## src/rtl/mem_access_pkg.sv

```systemverilog
// Shared types and helpers for the memory access controller.
package mem_access_pkg;

  typedef enum logic [1:0] {
    IDLE,
    SETUP,
    ACCESS,
    RESP
  } mac_state_e;

  // Width of the ACCESS dwell counter; covers WAIT_CYCLES up to 15.
  localparam int WAIT_W = 4;

  // Widest word the parity helper accepts; callers zero-extend into it.
  localparam int PARITY_MAX_W = 64;

  // Even-parity bit: makes the total count of ones (data + bit) even.
  function automatic logic even_parity(input logic [PARITY_MAX_W-1:0] d);
    return ^d;
  endfunction

endpackage

```

## src/rtl/mem_array.sv

```systemverilog
// DEPTH x WORD_W register-file storage: synchronous write, combinational read, no reset.
module mem_array #(
  parameter int WORD_W = 8,
  parameter int DEPTH  = 8,
  parameter int ADDR_W = 3
) (
  input  logic              i_clock,
  input  logic              i_we,
  input  logic [ADDR_W-1:0] i_waddr,
  input  logic [WORD_W-1:0] i_wdata,
  input  logic [ADDR_W-1:0] i_raddr,
  output logic [WORD_W-1:0] o_rdata
);

  logic [WORD_W-1:0] mem_q [DEPTH];

  // Word write; the controller only enables it for in-range addresses.
  always_ff @(posedge i_clock) begin
    if (i_we) begin
      mem_q[i_waddr] <= i_wdata;
    end
  end

  assign o_rdata = mem_q[i_raddr];

endmodule

```

## src/rtl/mem_access_ctrl.sv

```systemverilog
// Memory access controller: req/ready accept, programmable access dwell,
// valid/ack response. Optional per-word even parity when
// MEM_ACCESS_CTRL_PARITY_EN is defined (adds the i_flip_parity test input).
//
// state  | meaning
// -------+-------------------------------------------------------------
// IDLE   | ready for a request; op/addr/wdata captured on accept
// SETUP  | range check latched, dwell counter loaded
// ACCESS | dwell WAIT_CYCLES cycles; last cycle commits write / samples read
// RESP   | response valid and stable until acknowledged
module mem_access_ctrl
  import mem_access_pkg::*;
#(
  parameter int DATA_W      = 8,
  parameter int DEPTH       = 8,
  parameter int ADDR_W      = (DEPTH > 1) ? $clog2(DEPTH) : 1,
  parameter int WAIT_CYCLES = 1
) (
  input  logic              i_clock,
  input  logic              i_reset,
  input  logic              i_req,
  input  logic              i_operation,
  input  logic [ADDR_W-1:0] i_addr,
  input  logic [DATA_W-1:0] i_wdata,
  input  logic              i_ack,
`ifdef MEM_ACCESS_CTRL_PARITY_EN
  input  logic              i_flip_parity,
`endif
  output logic              o_ready,
  output logic              o_valid,
  output logic [DATA_W-1:0] o_rdata,
  output logic              o_err,
  output logic              o_busy
);

`ifdef MEM_ACCESS_CTRL_PARITY_EN
  localparam int WORD_W = DATA_W + 1;
`else
  localparam int WORD_W = DATA_W;
`endif

  mac_state_e        state_q, state_d;
  logic              op_q, op_d;
  logic [ADDR_W-1:0] addr_q, addr_d;
  logic [DATA_W-1:0] wdata_q, wdata_d;
  logic              addr_err_q, addr_err_d;
  logic [WAIT_W-1:0] wait_cnt_q, wait_cnt_d;
  logic [DATA_W-1:0] rdata_q, rdata_d;
  logic              err_q, err_d;
`ifdef MEM_ACCESS_CTRL_PARITY_EN
  logic              flip_q, flip_d;
`endif

  logic              mem_we;
  logic [WORD_W-1:0] mem_wword;
  logic [WORD_W-1:0] mem_rword;
  logic              par_mismatch;

  mem_array #(
    .WORD_W(WORD_W),
    .DEPTH (DEPTH),
    .ADDR_W(ADDR_W)
  ) u_mem_array (
    .i_clock(i_clock),
    .i_we   (mem_we),
    .i_waddr(addr_q),
    .i_wdata(mem_wword),
    .i_raddr(addr_q),
    .o_rdata(mem_rword)
  );

  // Stored word and read-side parity check.
  always_comb begin
    par_mismatch = 1'b0;
`ifdef MEM_ACCESS_CTRL_PARITY_EN
    mem_wword    = {even_parity(PARITY_MAX_W'(wdata_q)) ^ flip_q, wdata_q};
    par_mismatch = even_parity(PARITY_MAX_W'(mem_rword[DATA_W-1:0])) != mem_rword[DATA_W];
`else
    mem_wword    = wdata_q;
`endif
  end

  // Next-state, capture, dwell counter and response computation.
  always_comb begin
    state_d    = state_q;
    op_d       = op_q;
    addr_d     = addr_q;
    wdata_d    = wdata_q;
    addr_err_d = addr_err_q;
    wait_cnt_d = wait_cnt_q;
    rdata_d    = rdata_q;
    err_d      = err_q;
    mem_we     = 1'b0;
`ifdef MEM_ACCESS_CTRL_PARITY_EN
    flip_d     = flip_q;
`endif
    unique case (state_q)
      IDLE: begin
        if (i_req) begin
          state_d = SETUP;
          op_d    = i_operation;
          addr_d  = i_addr;
          wdata_d = i_wdata;
`ifdef MEM_ACCESS_CTRL_PARITY_EN
          flip_d  = i_flip_parity;
`endif
        end
      end
      SETUP: begin
        addr_err_d = int'(addr_q) >= DEPTH;
        wait_cnt_d = WAIT_W'(WAIT_CYCLES - 1);
        state_d    = ACCESS;
      end
      ACCESS: begin
        if (wait_cnt_q == '0) begin
          state_d = RESP;
          // A reset landing on the commit edge drops the write.
          mem_we  = op_q && !addr_err_q && !i_reset;
          if (addr_err_q) begin
            rdata_d = '0;
            err_d   = 1'b1;
          end else if (op_q) begin
            rdata_d = wdata_q;
            err_d   = 1'b0;
          end else begin
            rdata_d = mem_rword[DATA_W-1:0];
            err_d   = par_mismatch;
          end
        end else begin
          wait_cnt_d = wait_cnt_q - WAIT_W'(1);
        end
      end
      RESP: begin
        if (i_ack) begin
          state_d = IDLE;
        end
      end
    endcase
  end

  // State and datapath registers with synchronous reset.
  always_ff @(posedge i_clock) begin
    if (i_reset) begin
      state_q    <= IDLE;
      op_q       <= 1'b0;
      addr_q     <= '0;
      wdata_q    <= '0;
      addr_err_q <= 1'b0;
      wait_cnt_q <= '0;
      rdata_q    <= '0;
      err_q      <= 1'b0;
`ifdef MEM_ACCESS_CTRL_PARITY_EN
      flip_q     <= 1'b0;
`endif
    end else begin
      state_q    <= state_d;
      op_q       <= op_d;
      addr_q     <= addr_d;
      wdata_q    <= wdata_d;
      addr_err_q <= addr_err_d;
      wait_cnt_q <= wait_cnt_d;
      rdata_q    <= rdata_d;
      err_q      <= err_d;
`ifdef MEM_ACCESS_CTRL_PARITY_EN
      flip_q     <= flip_d;
`endif
    end
  end

  assign o_ready = (state_q == IDLE);
  assign o_busy  = !o_ready;
  assign o_valid = (state_q == RESP);
  assign o_rdata = rdata_q;
  assign o_err   = err_q;

endmodule

```

## config.mk

```make
export PLATFORM = sky130hd
export DESIGN_NAME = mem_access_ctrl
export DESIGN_NICKNAME = d
export VERILOG_FILES = /design/src/rtl/mem_access_pkg.sv /design/src/rtl/mem_array.sv /design/src/rtl/mem_access_ctrl.sv
export SDC_FILE = /design/constraint.sdc
export NUM_CORES = 1
export LEC_CHECK = 0
export ABC_AREA = 1
export BUFFER_PORTS_ARGS = -buffer_cell sky130_fd_sc_hd__buf_2
export CORE_UTILIZATION = 64
export CTS_CLUSTER_SIZE = 40
export DETAILED_ROUTE_END_ITERATION = 8
export GPL_ROUTABILITY_DRIVEN = 1
export PLACE_DENSITY = 0.83
export SLEW_MARGIN = 20
export SYNTH_ARGS = -nofsm -noshare
export SYNTH_HDL_FRONTEND = slang
export SYNTH_SLANG_ARGS = --single-unit
```

## constraint.sdc

```tcl
create_clock -name i_clock -period 3.1 [get_ports i_clock]
set_input_delay 0.62 -clock i_clock [delete_from_list [all_inputs] [get_ports i_clock]]
set_output_delay 0.62 -clock i_clock [all_outputs]
set_load 0.01 [all_outputs]
```

# After elaboration in Yosys (flattened, before gate mapping)
# Memory sizes are Yosys's and may differ from the RTL's. A register that Yosys moved wholly into a read port is not among the register bits.
# Index checks and enable logic that the tools add are counted.
# totals
ff_bits,18
ram_bits,64
output_inout_bits,12
n_memories,1
# memory_table
memory,depth,word_bits,read_ports,rd_clocked_by_memory_dff,wr,line,rtl
u_mem_array.mem_q,8,8,1,1,1,mem_array.sv:15,logic [WORD_W-1:0] mem_q [DEPTH];
# op_classes
addsub,1
eq_ne,7
mux,10
reduce_logical,10
# ops
op,n
"2-bit != test, second input constant",4
2-bit case mux with 4 select lines,1
4-bit case mux with 2 select lines,1
2-bit two-way mux,3
2-bit AND reduction,3
"2-bit equality test, second input constant",2
4-bit zero test,1
1-bit two-way mux,4
4-bit two-way mux,1
"4-bit by 1-bit subtractor with 4-bit output, second input constant",1
3-bit AND reduction,1
"2-bit by 1-bit equality test with 1-bit output, second input constant",1
1-bit zero test,2
2-bit zero test,1
2-bit nonzero test,1
1-bit logical AND,1

# Depth between registers and ports, before layout
# logic_depth
word_depth,6
ltp_mapped,10

# Cells and area by module
# From an unflattened synthesis, not the netlist that was laid out.
# hier_totals
cells_unflattened,471
area_unflattened_um2,4127.7
# by_module_without_submodules
mod,n_inst,cells_per_inst,area_per_inst_um2,seq_area_each_um2
mem_array,1,295,2890.3,1921.8
mem_access_ctrl,1,176,1237.4,520.5

# Least setup slack after synthesis
# OpenSTA, ideal clock, no wires.
# synth_timing
kind,in2reg
start,in i_reset
end,mem u_mem_array.mem_q[3][0] (enable)
setup_time_ns,0.370
arrival_ns,1.494
required_time_ns,2.730
slack_ns,1.236
stages,7
path_cell_list,inv_2 > nand2_1 > inv_2 > nand2_4 > inv_2 > nand2_1 > nor2_1
# synth_between
elab_chain_cells,6
# synth_lines
item,line,rtl
"start, declared",mem_access_ctrl.sv:20,"input logic i_reset,"
1-bit zero test,mem_access_ctrl.sv:118,mem_we = op_q && !addr_err_q && !i_reset;
1-bit logical AND,mem_access_ctrl.sv:118,
1-bit two-way mux,mem_access_ctrl.sv:115,if (wait_cnt_q == '0) begin
1-bit two-way mux,mem_access_ctrl.sv:97,unique case (state_q)
1-bit two-way mux,mem_array.sv:19,if (i_we) begin
1-bit two-way mux (implied by the code),mem_array.sv:20,mem_q[i_waddr] <= i_wdata;
"end, declared",mem_array.sv:15,
# Every way passes these cells.

# Worst setup path after layout
# layout_timing
start,in i_reset
end,mem u_mem_array.mem_q[4][7] (enable)
# Same word-level chain as after synthesis.

==> impl_metrics.py <==
metrics = {
    "outcome": {
        "status": "complete, no violations",
    },
    "synthesis": {
        "netlist_area_um2": 4013,
        "synthAdderAreaFrac_pct": 1.871,
        "synth_edf_count": 64,
        "avgSynthCellArea_um2": 9.161,
        "synth_top_cell_by_area": "edfxtp_1",
        "synth_mux_area_share_pct": 0,
        "synth_xor_area_share_pct": 0,
        "yosys.area.top_type_share_pct": 47.90,
        "yosysWarningCount": 0,
        "synth.most_common_cell": "nand2_1",
        "ys_seq_area_share_pct": 60.87,
        "synth_nets": 460,
        "synthArstFlopShare_pct": 0,
        "yosys_register_bits": 90,
        "synth-simple-area-share_pct": 19.99,
        "synth-compound-area-share_pct": 6.486,
        "synth_top_family_by_area": "simple AND/OR/NAND/NOR gates",
        "netlist_top_cells_area": "edfxtp_1 48%, dfxtp_1 13%, nand2_1 11%, inv_1 7.9%, nand3_1 4.4%",
        "synthDistinctLibCells": 24,
        "synth_ff_type": "edfxtp_1",
        "synth_common_cells": "117 x nand2_1, 84 x inv_1, 64 x edfxtp_1",
        "synthCells": 438,
    },
    "route": {
        "drt-initial-drc-count": 264,
        "routed-via-count": 2896,
        "wire_per_inst_um": 15.10,
        "antenna_left": 0,
        "drc": 0,
        "drtPass1Iterations": 6,
        "viasPerCell": 5.324,
        "wirelength_mm": 8.212,
    },
    "grt": {
        "grt_pass1_vias": 2796,
        "grt_pass1_wl_mm": 12.87,
        "antenna_found_initial": 0,
        "grtUsageTotal_pct": 27.94,
        "grt_overflow": 0,
        "grt_max_degree": 25,
    },
    "flow_run": {
        "maxCapViolations": 0,
    },
    "worst_setup_path": {
        "path_buf_inv": 4,
        "worstPathCellList": "buf_2 -> inv_2 -> nand2_1 -> inv_2 -> nand2_4 -> inv_2 -> nand2_1 -> nor2_1",
        "worstPathRequired_ns": 3.10,
        "cpPeakStageDelay_ns": 0.58,
        "slowest_stage": "nor2_1",
        "critPathMaxFanout": 17,
        "critPathTopFamily": "simple AND/OR/NAND/NOR gates",
        "worstPathArrival_ns": 2.19,
        "path_class": "in2reg",
        "critPathCaptureType": "flop",
        "crit_path_start_kind": "input port",
        "crit_top_cell": "inv_2",
    },
    "timing": {
        "slew_viol_final": 0,
        "min_period_over_period_pct": 70.78,
        "slew_headroom_pct": 53.00,
        "hold_violations": 0,
        "max_freq_ghz": 0.4557,
        "setup-tns-final_ns": 0,
        "period_needed_ns": 2.194,
        "worstMarginPinSlew_ns": 0.7024,
        "grt_setup_unrepaired": "no",
        "finalSetupViolations": 0,
        "timing.hold.ws_ns": 0.4600,
        "clock-skew-final_ns": 0.01481,
    },
    "clock_network": {
        "post_cts_buffers": 0,
        "hold_buffers": 0,
        "cts_resized": 0,
        "cts_made_buffers": 9,
        "path_clk_slew_ns": 0.09,
        "cts_tree": "done",
        "h-tree-depth": 3,
        "worstSkewPairLatency_ns": 0.36,
        "cts_sinks": 90,
        "clk_path_buf_depth": 2,
        "cts_root_buffer": "clkbuf_8",
    },
    "cells_and_area": {
        "seq_area_um2": 2442,
        "nFillCells": 418,
        "insertedDiodeCount": 0,
        "instances_no_fill": 544,
        "drive_above_1_share_pct": 15.14,
        "multi_input_area_um2": 1141,
        "area_delta_synth_final_pct": 9.573,
        "nets": 486,
    },
    "floorplan": {
        "die_area_um2": 6590,
        "die_h_um": 81.18,
        "ioPinCount": 28,
        "initial_core_util_pct": 66.98,
        "fp.dieW_um": 81.18,
        "core.rowCount": 28,
        "core-area_um2": 5991,
    },
    "power": {
        "p_leak_nw": 2.025,
        "peakVddDrop_uv": 656.5,
        "power_density_nw_per_um2": 759.2,
        "finalPower_mw": 3.338,
    },
    "placement": {
        "dpl.hpwl_mm": 5.720,
        "gp_congestion": 0.8635,
        "placedCellCount": 528,
        "port_buffers": 26,
    },
    "min_path": {
        "hp-class": "reg2reg",
    },
}
[final timing paths]
kind | slack [ns] | start | end | cells after the start
max | 0.91 | i_reset | u_mem_array.mem_q[4][7] | 8
min | 0.46 | wait_cnt_q[0] | wait_cnt_q[0] | 1
max reg2reg | 1.01 | state_q[0] | u_mem_array.mem_q[4][7] | 8
min reg2reg | 0.46 | wait_cnt_q[0] | wait_cnt_q[0] | 1
[report_power, final]
part / switching, mW / internal [mW]
combinational: 0.597 / 0.295
sequential: 0.154 / 1.44
clock: 0.422 / 0.427
total: 1.17 / 2.17
[metal layers]
layer  vias up  share of wire [%]  global-route usage (%)  routed length [um]
li1       1422                  -                       -                   -
met1      1341                 41                   33.66                3355
met2       105                 49                   45.88                4015
met3        28                6.9                   7.303                 563
met4         0                3.4                   14.64                 277
met5         -                  0                   1.667                   0
[state kept, by name, summed over array words and instances, names as in the netlist]
register and count:
o_rdata 8, op_q 1, mem_wword 8, addr_q 3, wait_cnt_q 4, u_mem_array.mem_q 64, state_q 2
[metrics by stage]
stage	util [%]	setup WS (ns)	instance area, um2
floorplan	-	1.236	4013
global placement	69.76	0.6432	4179
detailed placement	69.76	0.5126	4179
CTS	73.39	0.9061	4397
global route	73.39	0.7567	4397
finish	73.39	0.9058	4397
[kinds of logic (layout without fill, tap and decap cells)]
family | Yosys count | in the layout
and+or+nand+nor | 188 | 188
other | 1 | 1
buffers and inverters | 108 | 139
DFF | 90 | 90
adders and majority gates | 6 | 6
AOI/OAI and AO/OA | 45 | 45
[layout make-up]
cell class	count	share of cell area, %
tap	75	2.134
clock buffer	10	3.386
clock inverter	6	1.565
timing repair buffer	28	3.301
multi-input combinational	240	25.95
sequential	90	55.55
inverter	95	8.110
[cell usage in the layout (no fill, tap or decap), types with 2 or more instances in the layout]
master	count
o21ai_1	3
clkinvlp_4	2
nand2_1	117
buf_4	2
inv_1	84
a21oi_2	9
o21ai_0	13
inv_2	11
nor2_1	27
edfxtp_1	64
dfxtp_1	26
inv_6	2
clkbuf_8	9
buf_2	26
nor2_4	3
nand3_1	35
ha_1	6
a21oi_1	19
[worst register-to-register path, delay by kind of cell (launching register included)]
kind	cells	cell delay [ns]
fa+ha+maj	1	0.21
buf+inv	3	0.23
flops	1	0.35
simple gates	4	0.96
No activity file was read; power rests on OpenSTA's default activity.
